--- config.mk ---
export PLATFORM = sky130hd
export DESIGN_NAME = piece_controller_flat
export DESIGN_NICKNAME = d
export VERILOG_FILES = /design/src/rtl/piece_if.sv /design/src/rtl/piece_controller.sv /design/src/flat_wrapper.sv
export SDC_FILE = /design/constraint.sdc
export NUM_CORES = 1
export LEC_CHECK = 0
export ABC_AREA = 1
export ABC_CLOCK_PERIOD_IN_PS = 1600
export CAP_MARGIN = 0
export CORE_ASPECT_RATIO = 0.5
export CORE_MARGIN = 5
export CORE_UTILIZATION = 45
export CTS_BUF_LIST = sky130_fd_sc_hd__clkbuf_2 sky130_fd_sc_hd__clkbuf_4 sky130_fd_sc_hd__clkbuf_8
export CTS_CLUSTER_DIAMETER = 200
export DETAILED_ROUTE_END_ITERATION = 16
export MAX_ROUTING_LAYER = met4
export PLACE_DENSITY = 0.77
export REMOVE_ABC_BUFFERS = 1
export SLEW_MARGIN = 30
export SYNTH_ARGS = -nofsm -noshare
export SYNTH_HDL_FRONTEND = slang
export SYNTH_SLANG_ARGS = --single-unit
export TNS_END_PERCENT = 5
--- constraint.sdc ---
create_clock -name clk_i -period 1.6 [get_ports clk_i]
set_clock_uncertainty 0.15 [all_clocks]
set_input_delay 0.16 -clock clk_i [delete_from_list [all_inputs] [get_ports clk_i]]
set_output_delay 0.16 -clock clk_i [all_outputs]
set_load 0.005 [all_outputs]
--- src/rtl/piece_if.sv ---
// Bus between the falling-piece controller and the board/game logic.
// Grouped so one modport pair describes every direction in one place.
interface piece_if;
  logic        start;
  logic        tick;
  logic        req_left;
  logic        req_right;
  logic        req_down;
  logic [19:0] spawn_x;
  logic [23:0] spawn_y;
  logic [19:0] q_x;
  logic [23:0] q_y;
  logic        q_valid;
  logic        q_hit;
  logic [19:0] piece_x;
  logic [23:0] piece_y;
  logic        piece_valid;
  logic        lock_valid;
  logic        lock_ready;
  logic        game_over;
  logic        busy;
  logic [15:0] pieces;

  // Lock handshake: a transfer happens on any rising edge where lock_valid
  // and lock_ready are both 1; lock_valid and piece_x/piece_y stay stable
  // until then, and lock_ready may already be 1 when lock_valid rises.
  // Query: q_hit answers the q_valid strobe of the previous cycle.
  modport master (
    input  start, tick, req_left, req_right, req_down, spawn_x, spawn_y,
           q_hit, lock_ready,
    output q_x, q_y, q_valid, piece_x, piece_y, piece_valid, lock_valid,
           game_over, busy, pieces
  );

  modport slave (
    output start, tick, req_left, req_right, req_down, spawn_x, spawn_y,
           q_hit, lock_ready,
    input  q_x, q_y, q_valid, piece_x, piece_y, piece_valid, lock_valid,
           game_over, busy, pieces
  );
endinterface

--- src/rtl/piece_controller.sv ---
// Falling-piece controller: spawns, moves and locks a 4-cell piece,
// asking the board for occupancy before every committed move.
module piece_controller #(
  parameter int BOARD_W = 20,
  parameter int BOARD_H = 24
) (
  input  logic        clk_i,
  input  logic        rst_i,
  piece_if.master     bus,
  output logic [2:0]  state_o
);

  typedef enum logic [2:0] {
    S_IDLE, S_SPAWN, S_SPAWN_CHK, S_ACTIVE, S_CHK, S_LOCK, S_OVER
  } state_t;

  localparam logic [4:0] X_MAX = 5'(BOARD_W - 1);
  localparam logic [5:0] Y_MAX = 6'(BOARD_H - 1);

  state_t      state_q;
  logic [19:0] cand_x_q, piece_x_q;
  logic [23:0] cand_y_q, piece_y_q;
  logic        piece_valid_q, lock_valid_q, game_over_q, move_down_q;
  logic [15:0] pieces_q;

  logic [19:0] lf_x, rt_x, cand_x_d;
  logic [23:0] dn_y, cand_y_d;
  logic        at_left, at_right, at_bottom;
  logic        mv_down, mv_left, mv_right, issue;

  always_comb begin
    lf_x      = '0;
    rt_x      = '0;
    dn_y      = '0;
    at_left   = 1'b0;
    at_right  = 1'b0;
    at_bottom = 1'b0;
    for (int i = 0; i < 4; i++) begin
      lf_x[i*5 +: 5] = piece_x_q[i*5 +: 5] - 5'd1;
      rt_x[i*5 +: 5] = piece_x_q[i*5 +: 5] + 5'd1;
      dn_y[i*6 +: 6] = piece_y_q[i*6 +: 6] + 6'd1;
      if (piece_x_q[i*5 +: 5] == 5'd0)  at_left   = 1'b1;
      if (piece_x_q[i*5 +: 5] == X_MAX) at_right  = 1'b1;
      if (piece_y_q[i*6 +: 6] == Y_MAX) at_bottom = 1'b1;
    end
  end

  // Gravity and soft-drop share one down move; only one move per cycle.
  assign mv_down  = bus.tick | bus.req_down;
  assign mv_left  = ~mv_down & bus.req_left;
  assign mv_right = ~mv_down & ~bus.req_left & bus.req_right;
  assign issue    = (mv_down & ~at_bottom) | (mv_left & ~at_left) |
                    (mv_right & ~at_right);

  always_comb begin
    cand_x_d = piece_x_q;
    cand_y_d = piece_y_q;
    if (mv_down)       cand_y_d = dn_y;
    else if (mv_left)  cand_x_d = lf_x;
    else if (mv_right) cand_x_d = rt_x;
  end

  // The ACTIVE query must go out in the request cycle so q_hit lands in CHK.
  assign bus.q_valid = (state_q == S_SPAWN) | ((state_q == S_ACTIVE) & issue);
  assign bus.q_x     = (state_q == S_SPAWN) ? bus.spawn_x : cand_x_d;
  assign bus.q_y     = (state_q == S_SPAWN) ? bus.spawn_y : cand_y_d;

  assign bus.piece_x     = piece_x_q;
  assign bus.piece_y     = piece_y_q;
  assign bus.piece_valid = piece_valid_q;
  assign bus.lock_valid  = lock_valid_q;
  assign bus.game_over   = game_over_q;
  assign bus.pieces      = pieces_q;
  assign bus.busy        = (state_q != S_ACTIVE) && (state_q != S_IDLE) &&
                           (state_q != S_OVER);
  assign state_o         = state_q;

  always_ff @(posedge clk_i) begin
    if (rst_i) begin
      state_q       <= S_IDLE;
      cand_x_q      <= '0;
      cand_y_q      <= '0;
      piece_x_q     <= '0;
      piece_y_q     <= '0;
      piece_valid_q <= 1'b0;
      lock_valid_q  <= 1'b0;
      game_over_q   <= 1'b0;
      move_down_q   <= 1'b0;
      pieces_q      <= '0;
    end else begin
      case (state_q)
        S_IDLE: if (bus.start) state_q <= S_SPAWN;
        S_SPAWN: begin
          cand_x_q <= bus.spawn_x;
          cand_y_q <= bus.spawn_y;
          state_q  <= S_SPAWN_CHK;
        end
        S_SPAWN_CHK: begin
          if (bus.q_hit) begin
            game_over_q   <= 1'b1;
            piece_valid_q <= 1'b0;
            state_q       <= S_OVER;
          end else begin
            piece_x_q     <= cand_x_q;
            piece_y_q     <= cand_y_q;
            piece_valid_q <= 1'b1;
            state_q       <= S_ACTIVE;
          end
        end
        S_ACTIVE: begin
          if (mv_down && at_bottom) begin
            lock_valid_q <= 1'b1;
            state_q      <= S_LOCK;
          end else if (issue) begin
            cand_x_q    <= cand_x_d;
            cand_y_q    <= cand_y_d;
            move_down_q <= mv_down;
            state_q     <= S_CHK;
          end
        end
        S_CHK: begin
          if (!bus.q_hit) begin
            piece_x_q <= cand_x_q;
            piece_y_q <= cand_y_q;
            state_q   <= S_ACTIVE;
          end else if (move_down_q) begin
            lock_valid_q <= 1'b1;
            state_q      <= S_LOCK;
          end else begin
            state_q <= S_ACTIVE;
          end
        end
        S_LOCK: begin
          if (bus.lock_ready) begin
            if (pieces_q != 16'hFFFF) pieces_q <= pieces_q + 16'd1;
            lock_valid_q  <= 1'b0;
            piece_valid_q <= 1'b0;
            state_q       <= S_SPAWN;
          end
        end
        S_OVER: begin
          if (bus.start) begin
            game_over_q <= 1'b0;
            pieces_q    <= '0;
            state_q     <= S_SPAWN;
          end
        end
        default: state_q <= S_IDLE;
      endcase
    end
  end

endmodule

--- src/flat_wrapper.sv ---
// flat-port wrapper written by rule: the top's interface ports become plain ports
module piece_controller_flat 
#(
  parameter int BOARD_W = 20,
  parameter int BOARD_H = 24
)
  (clk_i, rst_i, state_o, bus_start, bus_tick, bus_req_left, bus_req_right, bus_req_down, bus_spawn_x, bus_spawn_y, bus_q_hit, bus_lock_ready, bus_q_x, bus_q_y, bus_q_valid, bus_piece_x, bus_piece_y, bus_piece_valid, bus_lock_valid, bus_game_over, bus_busy, bus_pieces);
  piece_if bus_i ();
  input  logic clk_i;
  input  logic rst_i;
  output logic [2:0] state_o;
  input wire logic [$bits(bus_i.start)-1:0] bus_start;
  input wire logic [$bits(bus_i.tick)-1:0] bus_tick;
  input wire logic [$bits(bus_i.req_left)-1:0] bus_req_left;
  input wire logic [$bits(bus_i.req_right)-1:0] bus_req_right;
  input wire logic [$bits(bus_i.req_down)-1:0] bus_req_down;
  input wire logic [$bits(bus_i.spawn_x)-1:0] bus_spawn_x;
  input wire logic [$bits(bus_i.spawn_y)-1:0] bus_spawn_y;
  input wire logic [$bits(bus_i.q_hit)-1:0] bus_q_hit;
  input wire logic [$bits(bus_i.lock_ready)-1:0] bus_lock_ready;
  output wire logic [$bits(bus_i.q_x)-1:0] bus_q_x;
  output wire logic [$bits(bus_i.q_y)-1:0] bus_q_y;
  output wire logic [$bits(bus_i.q_valid)-1:0] bus_q_valid;
  output wire logic [$bits(bus_i.piece_x)-1:0] bus_piece_x;
  output wire logic [$bits(bus_i.piece_y)-1:0] bus_piece_y;
  output wire logic [$bits(bus_i.piece_valid)-1:0] bus_piece_valid;
  output wire logic [$bits(bus_i.lock_valid)-1:0] bus_lock_valid;
  output wire logic [$bits(bus_i.game_over)-1:0] bus_game_over;
  output wire logic [$bits(bus_i.busy)-1:0] bus_busy;
  output wire logic [$bits(bus_i.pieces)-1:0] bus_pieces;
  assign bus_i.start = bus_start;
  assign bus_i.tick = bus_tick;
  assign bus_i.req_left = bus_req_left;
  assign bus_i.req_right = bus_req_right;
  assign bus_i.req_down = bus_req_down;
  assign bus_i.spawn_x = bus_spawn_x;
  assign bus_i.spawn_y = bus_spawn_y;
  assign bus_i.q_hit = bus_q_hit;
  assign bus_i.lock_ready = bus_lock_ready;
  assign bus_q_x = bus_i.q_x;
  assign bus_q_y = bus_i.q_y;
  assign bus_q_valid = bus_i.q_valid;
  assign bus_piece_x = bus_i.piece_x;
  assign bus_piece_y = bus_i.piece_y;
  assign bus_piece_valid = bus_i.piece_valid;
  assign bus_lock_valid = bus_i.lock_valid;
  assign bus_game_over = bus_i.game_over;
  assign bus_busy = bus_i.busy;
  assign bus_pieces = bus_i.pieces;
  piece_controller #(.BOARD_W(BOARD_W), .BOARD_H(BOARD_H)) u_core (.clk_i(clk_i), .rst_i(rst_i), .bus(bus_i), .state_o(state_o));
endmodule
==> out/summary.md, run 1 <==
The most critical setup path has its startpoint at u_core.bus.piece_x[11]. The total core area was 14350 µm². The data required time of the critical path is 1.29 ns, and the area fraction of the dominant cell type after synthesis is 0.3393. After detailed routing, the number of remaining DRC violations is 0. Row count: 31. The clock period minus worst slack was 2.292 ns. The first global-routing pass estimated 41.03 mm of wire. The tools report the sum of internal, switching and leakage power as 18.63 mW. The period utilization works out to 1.432. Dividing the detail-routed via count by the number of cells gives 5.804. Summed over all instances, the cell type with the most area after synthesis is dfxtp_1. The tool flagged a number of max-cap violations equal to 0.

The share of synthesized registers carrying an async set or reset is 0, and the number of enable flip-flop cells after synthesis is 0. The checks that failed: negative setup slack. The starting utilization of the core area came out at 0.4564. Counting distinct cell types in the post-synthesis netlist gives 39. The initial DRC count was 1199; the height of the chip was 95.31 µm. The run finished, with violations left.

The setup path with the least slack is of type register to primary output. Clock-pin slew was measured on the worst setup and hold paths at 0.12 ns. The average size of a mapped cell came out at 6.341 µm². Setup repair after global routing could not meet its margin everywhere. TritonCTS built the clock tree. The maximum number of pins on one net before global-route repair was 53; the routed length per placed instance was 19.00 µm. The tools report the via count of the first global-routing pass as 8395.

Worst hold-check path type: input pin to register. The maximum root-to-sink buffer count was 2. The logs give 0.3003 for the combined global-route utilization of all metal layers and 9 for the total CTS buffers.

The setup slack of the most critical reg-to-reg path was -0.67 ns; the insertion delay of the later-clocked pin in the worst-skew pair was 0.41 ns. Worst path setup slack after routing: -0.6917 ns. Yosys attributes the largest share of cell area to dfxtp_1 34%, nand2_1 17%, nor2_1 8.9%. The detailed router placed 9263 vias in this run. Once detail routing completed, the nets flagged for antenna violations numbered 0.

Maximum resistive drop on vdd: 0.0006793 V. The number of max-slew violations in the final report is 0, and the number of sinks on the clock net is 111. The tools report the count of endpoints failing setup in the final report as 153. The run gives 16.61 mm as the final HPWL from detailed placement. In the synthesized netlist, the cells that appear most often are 296 x nand2_1, 156 x nor2_1, 111 x dfxtp_1. STA classifies the critical path startpoint as a register. The fraction of final layout cells with drive strength greater than 1 was 0.3963. The worst register-to-register path ends at u_core.cand_y_q[4]. The number of register bits inferred by synthesis was 111. Along the worst path, the maximum fanout reaches 3. The placer's final routability congestion estimate came out at 0.9034. For the worst hold slack, the log shows 0.3038 ns. The run gives 6550 µm² as the cell area after synthesis. The worst register-to-register path begins at u_core.bus.piece_x[11]. 0 antenna diodes ended up in the layout. The Yosys step of the flow raised 0 warnings. The tree is rooted in a clkbuf_8. STA classifies the critical path endpoint as a primary output. The tools report the end point of the critical path as bus_q_x[13]. The predominant post-synthesis flop cell was dfxtp_1. The final-layout setup total negative slack is -53.12 ns. The share of synthesized area occupied by flip-flops and latches was 0.3393; the number of detailed-routing iterations run before antenna repair was 7.

Measured in cells, the most critical reg-to-reg path has a length of 16. Measured along the x axis, the die boundary spans 180.6 µm. The worst relative slew slack is 0.7586, and the leakage component of the power is 5.382 nW. The count of buffers added on input and output ports is 164.

For the pin with the worst max-slew slack, the measured transition is 0.3621 ns. Power spread over the standard cell area amounts to 1662 nW/µm². In this run the number of H-tree levels came out at 3.

The number of antenna violations at the first check in global routing came out at 0. The worst hold path cell count was 5; the arrival time of data at the critical path endpoint was 1.98 ns. The total congestion overflow came out at 0.

The run gives 165 as the I/O pin total. The final layout contains 1463 nets. The total length of routed wires is 30.33 mm, and the top achievable clock speed is 436.4 MHz.

Total count of hold-check failures in the final report: 0. The cell count after synthesis came out at 1033. From synthesis to final layout, the design area changed by 71.16%.

Yosys instantiated no cell more often than nand2_1. The overall die area was 17210 µm². The tools report the placement-stage worst setup slack as -0.9754 ns.
## kinds of logic (layout without fill, tap and decap cells)
group           count (synthesis)  in the layout  synth area share
flops                         111            111            0.3393
buf+inv                       127            492           0.08443
simple gates                  540            540            0.3396
fa+ha+maj                      17             17           0.03247
xor+xnor                       21             21           0.02808
mux                             4              4          0.006113
compound gates                213            213            0.1700
## how the worst min path moves through the flow
stage / from / endpoint / slack [ns]
after floorplan: rst_i / u_core.bus.game_over / 0.08
after global placement: u_core.cand_x_q[3] / u_core.bus.piece_x[3] / 0.29
after detailed placement: u_core.cand_x_q[18] / u_core.bus.piece_x[18] / 0.30
after CTS: bus_spawn_y[11] / u_core.cand_y_q[11] / 0.31
after global routing: bus_spawn_x[13] / u_core.cand_x_q[13] / 0.33
final: bus_spawn_x[19] / u_core.cand_x_q[19] / 0.30
## registers in the layout, indices dropped and copies added (netlist names)
signal                  count
u_core.cand_x_q            20
u_core.bus.pieces          16
u_core.move_down_q          1
u_core.bus.lock_valid       1
u_core.bus.piece_valid      1
u_core.bus.piece_x         20
u_core.bus.game_over        1
u_core.state_o              3
u_core.bus.piece_y         24
u_core.cand_y_q            24
## layer usage
metal	vias to the layer above	GRT usage	wire, µm
li1	4059	-	-
met1	4249	0.3489	10850
met5	-	-	0
met2	698	0.5271	14270
met4	0	0.1258	1952
met3	257	0.04878	3262
## cells in the final DEF, fill, tap and decap left out, drive strengths merged, types with 2 or more instances in the layout
cell / netlist / final
xor2: 21 / 21
clkdlybuf4s50: 0 / 52
nor3: 2 / 2
clkbuf: 22 / 19
dlymetal6s2s: 0 / 5
dfxtp: 111 / 111
nand4: 8 / 8
nand2: 302 / 302
nor2: 163 / 163
clkinv: 1 / 2
o21a: 3 / 3
inv: 77 / 81
clkdlybuf4s15: 0 / 17
nand3b: 2 / 2
buf: 27 / 262
a31oi: 3 / 3
nand3: 57 / 57
o21ai: 126 / 126
or2: 3 / 3
a21oi: 67 / 67
ha: 17 / 17
a21o: 4 / 4
mux2i: 4 / 4
o221ai: 3 / 3
o22ai: 5 / 5
dlygate4sd2: 0 / 52
## repair_timing
action | in CTS | in global routing
hold buffers | 0 | 0
pin swaps | 61 | 57
setup buffers | 31 | 10
gates cloned | 4 | 4
resized for setup | 442 | 153
setup endpoints to repair | 217 | 164
## power breakdown
part,leakage (nW),internal [mW],switching [mW]
clock,0.107,0.774,1.09
sequential,0.934,3.70,0.637
combinational,4.34,5.84,6.59
total,5.38,10.3,8.32
## metrics by stage
step                std cells  instance area, µm²  utilization
global route             1596               11210       0.7812
floorplan                 984                6290            -
detailed placement       1531                9682       0.6746
global placement         1531                9682       0.6746
CTS                      1582               10640       0.7416
finish                   1596               11210       0.7812
## worst max-delay path, cell delays in order, from the launching register on
cell and delay (ns):
dfxtp_2 0.40, buf_4 0.13, buf_4 0.12, nand3_1 0.10, o22ai_2 0.15, xor2_1 0.28, nand2_1 0.11, nand2_1 0.09
clkdlybuf4s15_1 0.21
## layout make-up
cell class / instances / area, µm²
repair buffers: 398 / 3576
clock inverters: 6 / 76.32
well taps: 198 / 247.7
multi-input cells: 795 / 4554
flip-flops and latches: 111 / 2305
inverters: 78 / 320.3
clock buffers: 10 / 131.4
fillers: 855 / 3141
(Power assumes the default switching activity.)
==> run 2: changes to the inputs <==
CORE_UTILIZATION = 34   (was 45)
GPL_TIMING_DRIVEN = 0   (was unset)
PLACE_DENSITY = unset   (was 0.77)
==> run 2 against run 1 <==
The run still ends with negative setup slack left. Routed wire length decreased by 10%. Sequential share of layout area increased by 2.6 points. Global-route usage decreased by 6.9 points. Count of clock-buffer cells in the layout decreased by 1. Critical path depth increased by 4. Utilization decreased by 23 points. Clock power decreased by 11%. Flip-flop and latch count unchanged. Setup slack improved by 0.025 ns. Largest power group unchanged.
==> out/summary.md, run 2 (synthesis gave the netlist of run 1 again) <==
The starting utilization of the core area is 0.3511, and the logic gate share of total power is 0.634. The worst stage delay on the critical path came out at 0.39 ns. For this block, the initial DRC count from the detailed router was 527. Depth of the critical timing path with buffers and inverters included: 12. Traced cell by cell, the critical path runs through inv_4 > ha_4 > inv_2 > nor2_2 > nand2_1 > nand2_1 > nor2_1 > nand2_1 > nand2_2 > o21ai_4 > nand2_8 > buf_6. The logs give 0 for the count of inserted antenna diode cells and 0 for the number of antenna violations at the first check in global routing.

The sum of internal, switching and leakage power was 17.05 mW; the transition at the pin with the smallest max-transition slack was 0.5810 ns. The via count of the first global-routing pass was 7175; the clock period minus worst slack was 2.267 ns. After detailed routing, the number of vias per cell comes to 5.087. The overall die area was 22310 µm²; the number of sinks on the clock net was 111.

The count of endpoints failing setup in the final report came out at 155. The master cell of the clock root buffer is clkbuf_8. The fraction of final layout cells with drive strength greater than 1 was 0.3133.

The tool flagged a number of max-cap violations equal to 0. The logs give 0 for the number of buffers inserted by hold repair at cts and 5 for the number of detailed-routing iterations run before antenna repair. The total area inside the core boundary comes to 18660 µm². For this block, the routed nets add up to 27.18 mm of wire. For the combined global-route utilization of all metal layers, the log shows 0.2310.

The tools report the worst relative slew slack as 0.6127. Of all nets on the critical path, the largest fanout is 4. Buffers inserted during clock tree synthesis total 9. Entering global routing, the biggest net connects 72 pins.

The arrival time of data at the critical path endpoint is 1.96 ns. The worst setup path is captured at a primary output. Counting both buffers and inverters, the worst setup path holds a total of 3.

In this run the most critical hold path is launched from rst_i. The switching power share of the total works out to 0.4715. The tools report the number of remaining DRC errors as 0.

The filler cell count was 1836. Cell count after placement: 1412. The worst setup path is of the register to primary output kind. The die is 206.3 µm wide. Counting cells, the worst reg-to-reg path comes to 16. The critical path starts at u_core.bus.piece_x[15]. Summing all multi-input logic gate instances after layout gives 4588 µm². Based on the critical path, the design can be clocked at up to 441.2 MHz.

Leaving out fill and tap cells, the most frequent cell in the layout is nand2_1. The wire-length estimate of the detail-placed layout is 14.63 mm. Worst hold-check path type: input pin to register. In this run the power spent charging and discharging nets is 8.039 mW.

The tools report the maximum root-to-sink buffer count as 2. The total internal power is 9.011 mW. The tools report the area taken by flip-flops and latches as 2385 µm². The run gives 0.1125 ns as the worst hold slack. In the layout the commonest cells are 260 x nand2_1, 129 x nor2_1, 64 x a21oi_1, 62 x buf_4, 59 x dlygate4sd2_1. The tools report the total count of hold-check failures in the final report as 0. Data on the critical path is required at its endpoint by 1.29 ns. The worst path setup slack after routing was -0.6666 ns. STA classifies the critical path startpoint as a register. TritonCTS built the clock tree. The flow ran to the end, but the final reports show violations. Counting stages on the worst path, the most repeated cell is nand2_1.

The period utilization is 1.417, and the routed length per placed instance is 17.84 µm. For this block, the via count after detailed routing is 7748. The part of the power in the clock network is 0.097, and the power density normalized to cell area is 1658 nW/µm². Row count: 35.

Startpoint of the worst register-to-register path: u_core.bus.piece_x[15]. The floorplan step set the die height to 108.1 µm. Setup repair after global routing could not meet its margin everywhere. The logs give 0.269 for the sequential group share of total power and 0 for the number of max-slew violations in the final report. The critical path ends at bus_q_valid.

The leakage component of the power came out at 4.758 nW. At the end of routability-driven placement, the weighted congestion stood at 0.8508. The worst-case IR drop observed on VDD is 0.0006443 V. From synthesis to final layout, the design area changed by 56.98%.

The clock-pin transition on the worst setup and hold timing paths works out to 0.11 ns. The checks that failed: negative setup slack. The count of nets left with antenna violations once routing finished came out at 0.

At the later pin of the worst-skew pair, clock insertion delay measures 0.40 ns. The logs give 1523 for the filler-free cell count of the finished design and 38.97 mm for the global-route wire length before repair. The I/O pin total came out at 165.

After global routing the overflow that remains totals 0. In the final design database the tool counted 1329 nets. CTS built an H-tree with a depth of 3.

In this run the critical register-to-register path is captured at u_core.cand_x_q[1]. The largest individual stage delay along the critical path comes from the cell dfxtp_4. The kind of cell with the highest combined delay along the critical path is simple AND/OR/NAND/NOR gates.

Port buffering added 164 buffers. Setup slack on the worst reg-to-reg path comes out at -0.57 ns.
## run 2: changes by cell type in the layout (fill, tap and decap cells not counted), sizes merged
cell,before,now
bufbuf,1,0
dlymetal6s2s,5,8
bufinv,1,0
dlygate4sd2,52,59
o21ai,126,127
clkinvlp,0,7
inv,81,78
nand2,302,312
buf,262,119
clkdlybuf4s15,17,11
clkbuf,19,10
clkinv,2,3
## run 2: cell type report
| type | count | share of cell area |
|---|---|---|
| Multi-Input combinational cell | 806 | 0.4462 |
| Timing Repair Buffer | 250 | 0.2338 |
| Sequential cell | 111 | 0.2319 |
| Inverter | 78 | 0.03590 |
| Tap cell | 259 | 0.03152 |
| Clock buffer | 9 | 0.01205 |
| Clock inverter | 7 | 0.005476 |
| Timing Repair inverter | 3 | 0.003164 |
## run 2: metal layers
metal / GRT usage / wire length, µm / vias up
met3: 0.05454 / 1860 / 32
met1: 0.3005 / 12440 / 3661
li1: - / - / 3826
met2: 0.3661 / 12350 / 229
met5: - / 0 / -
met4: 0.05598 / 524 / 0
## run 2: worst min-delay path by stage
stage | endpoint | cells after the start | slack [ns]
finish | u_core.state_o[0] | 2 | 0.11
global route | u_core.cand_y_q[15] | 2 | 0.09
CTS | u_core.state_o[0] | 2 | 0.08
detailed placement | u_core.bus.piece_x[3] | 2 | 0.29
global placement | u_core.bus.piece_x[3] | 2 | 0.29
floorplan | u_core.bus.game_over | 1 | 0.08
## run 2: repair_timing
item / in CTS / in global routing
gates resized for setup: 471 / 136
gates cloned: 10 / 7
setup buffers: 71 / 7
pin swaps: 42 / 41
setup endpoints to repair: 217 / 168
## run 2: power by group through the flow
stage / registers [mW] / logic, mW / clock network (mW)
global placement: 4.36 / 7.33 / 0
CTS: 4.47 / 9.50 / 1.70
detailed placement: 4.40 / 7.76 / 0
global route: 4.70 / 11.7 / 1.80
floorplan: 4.27 / 3.82 / 0
finish: 4.59 / 10.8 / 1.65
## run 2: through the flow
stage          TNS (ns)    util  setup WS, ns  instance area, µm²
6_report         -53.77  0.5512       -0.6666               10280
5_1_grt          -68.83  0.5512       -0.7834               10280
4_1_cts          -51.34  0.5198       -0.5770                9697
3_5_place_dp    -153.85  0.4510        -1.901                8413
3_3_place_gp    -471.81  0.4425        -5.083                8255
2_1_floorplan   -184.14       -        -2.331                6290
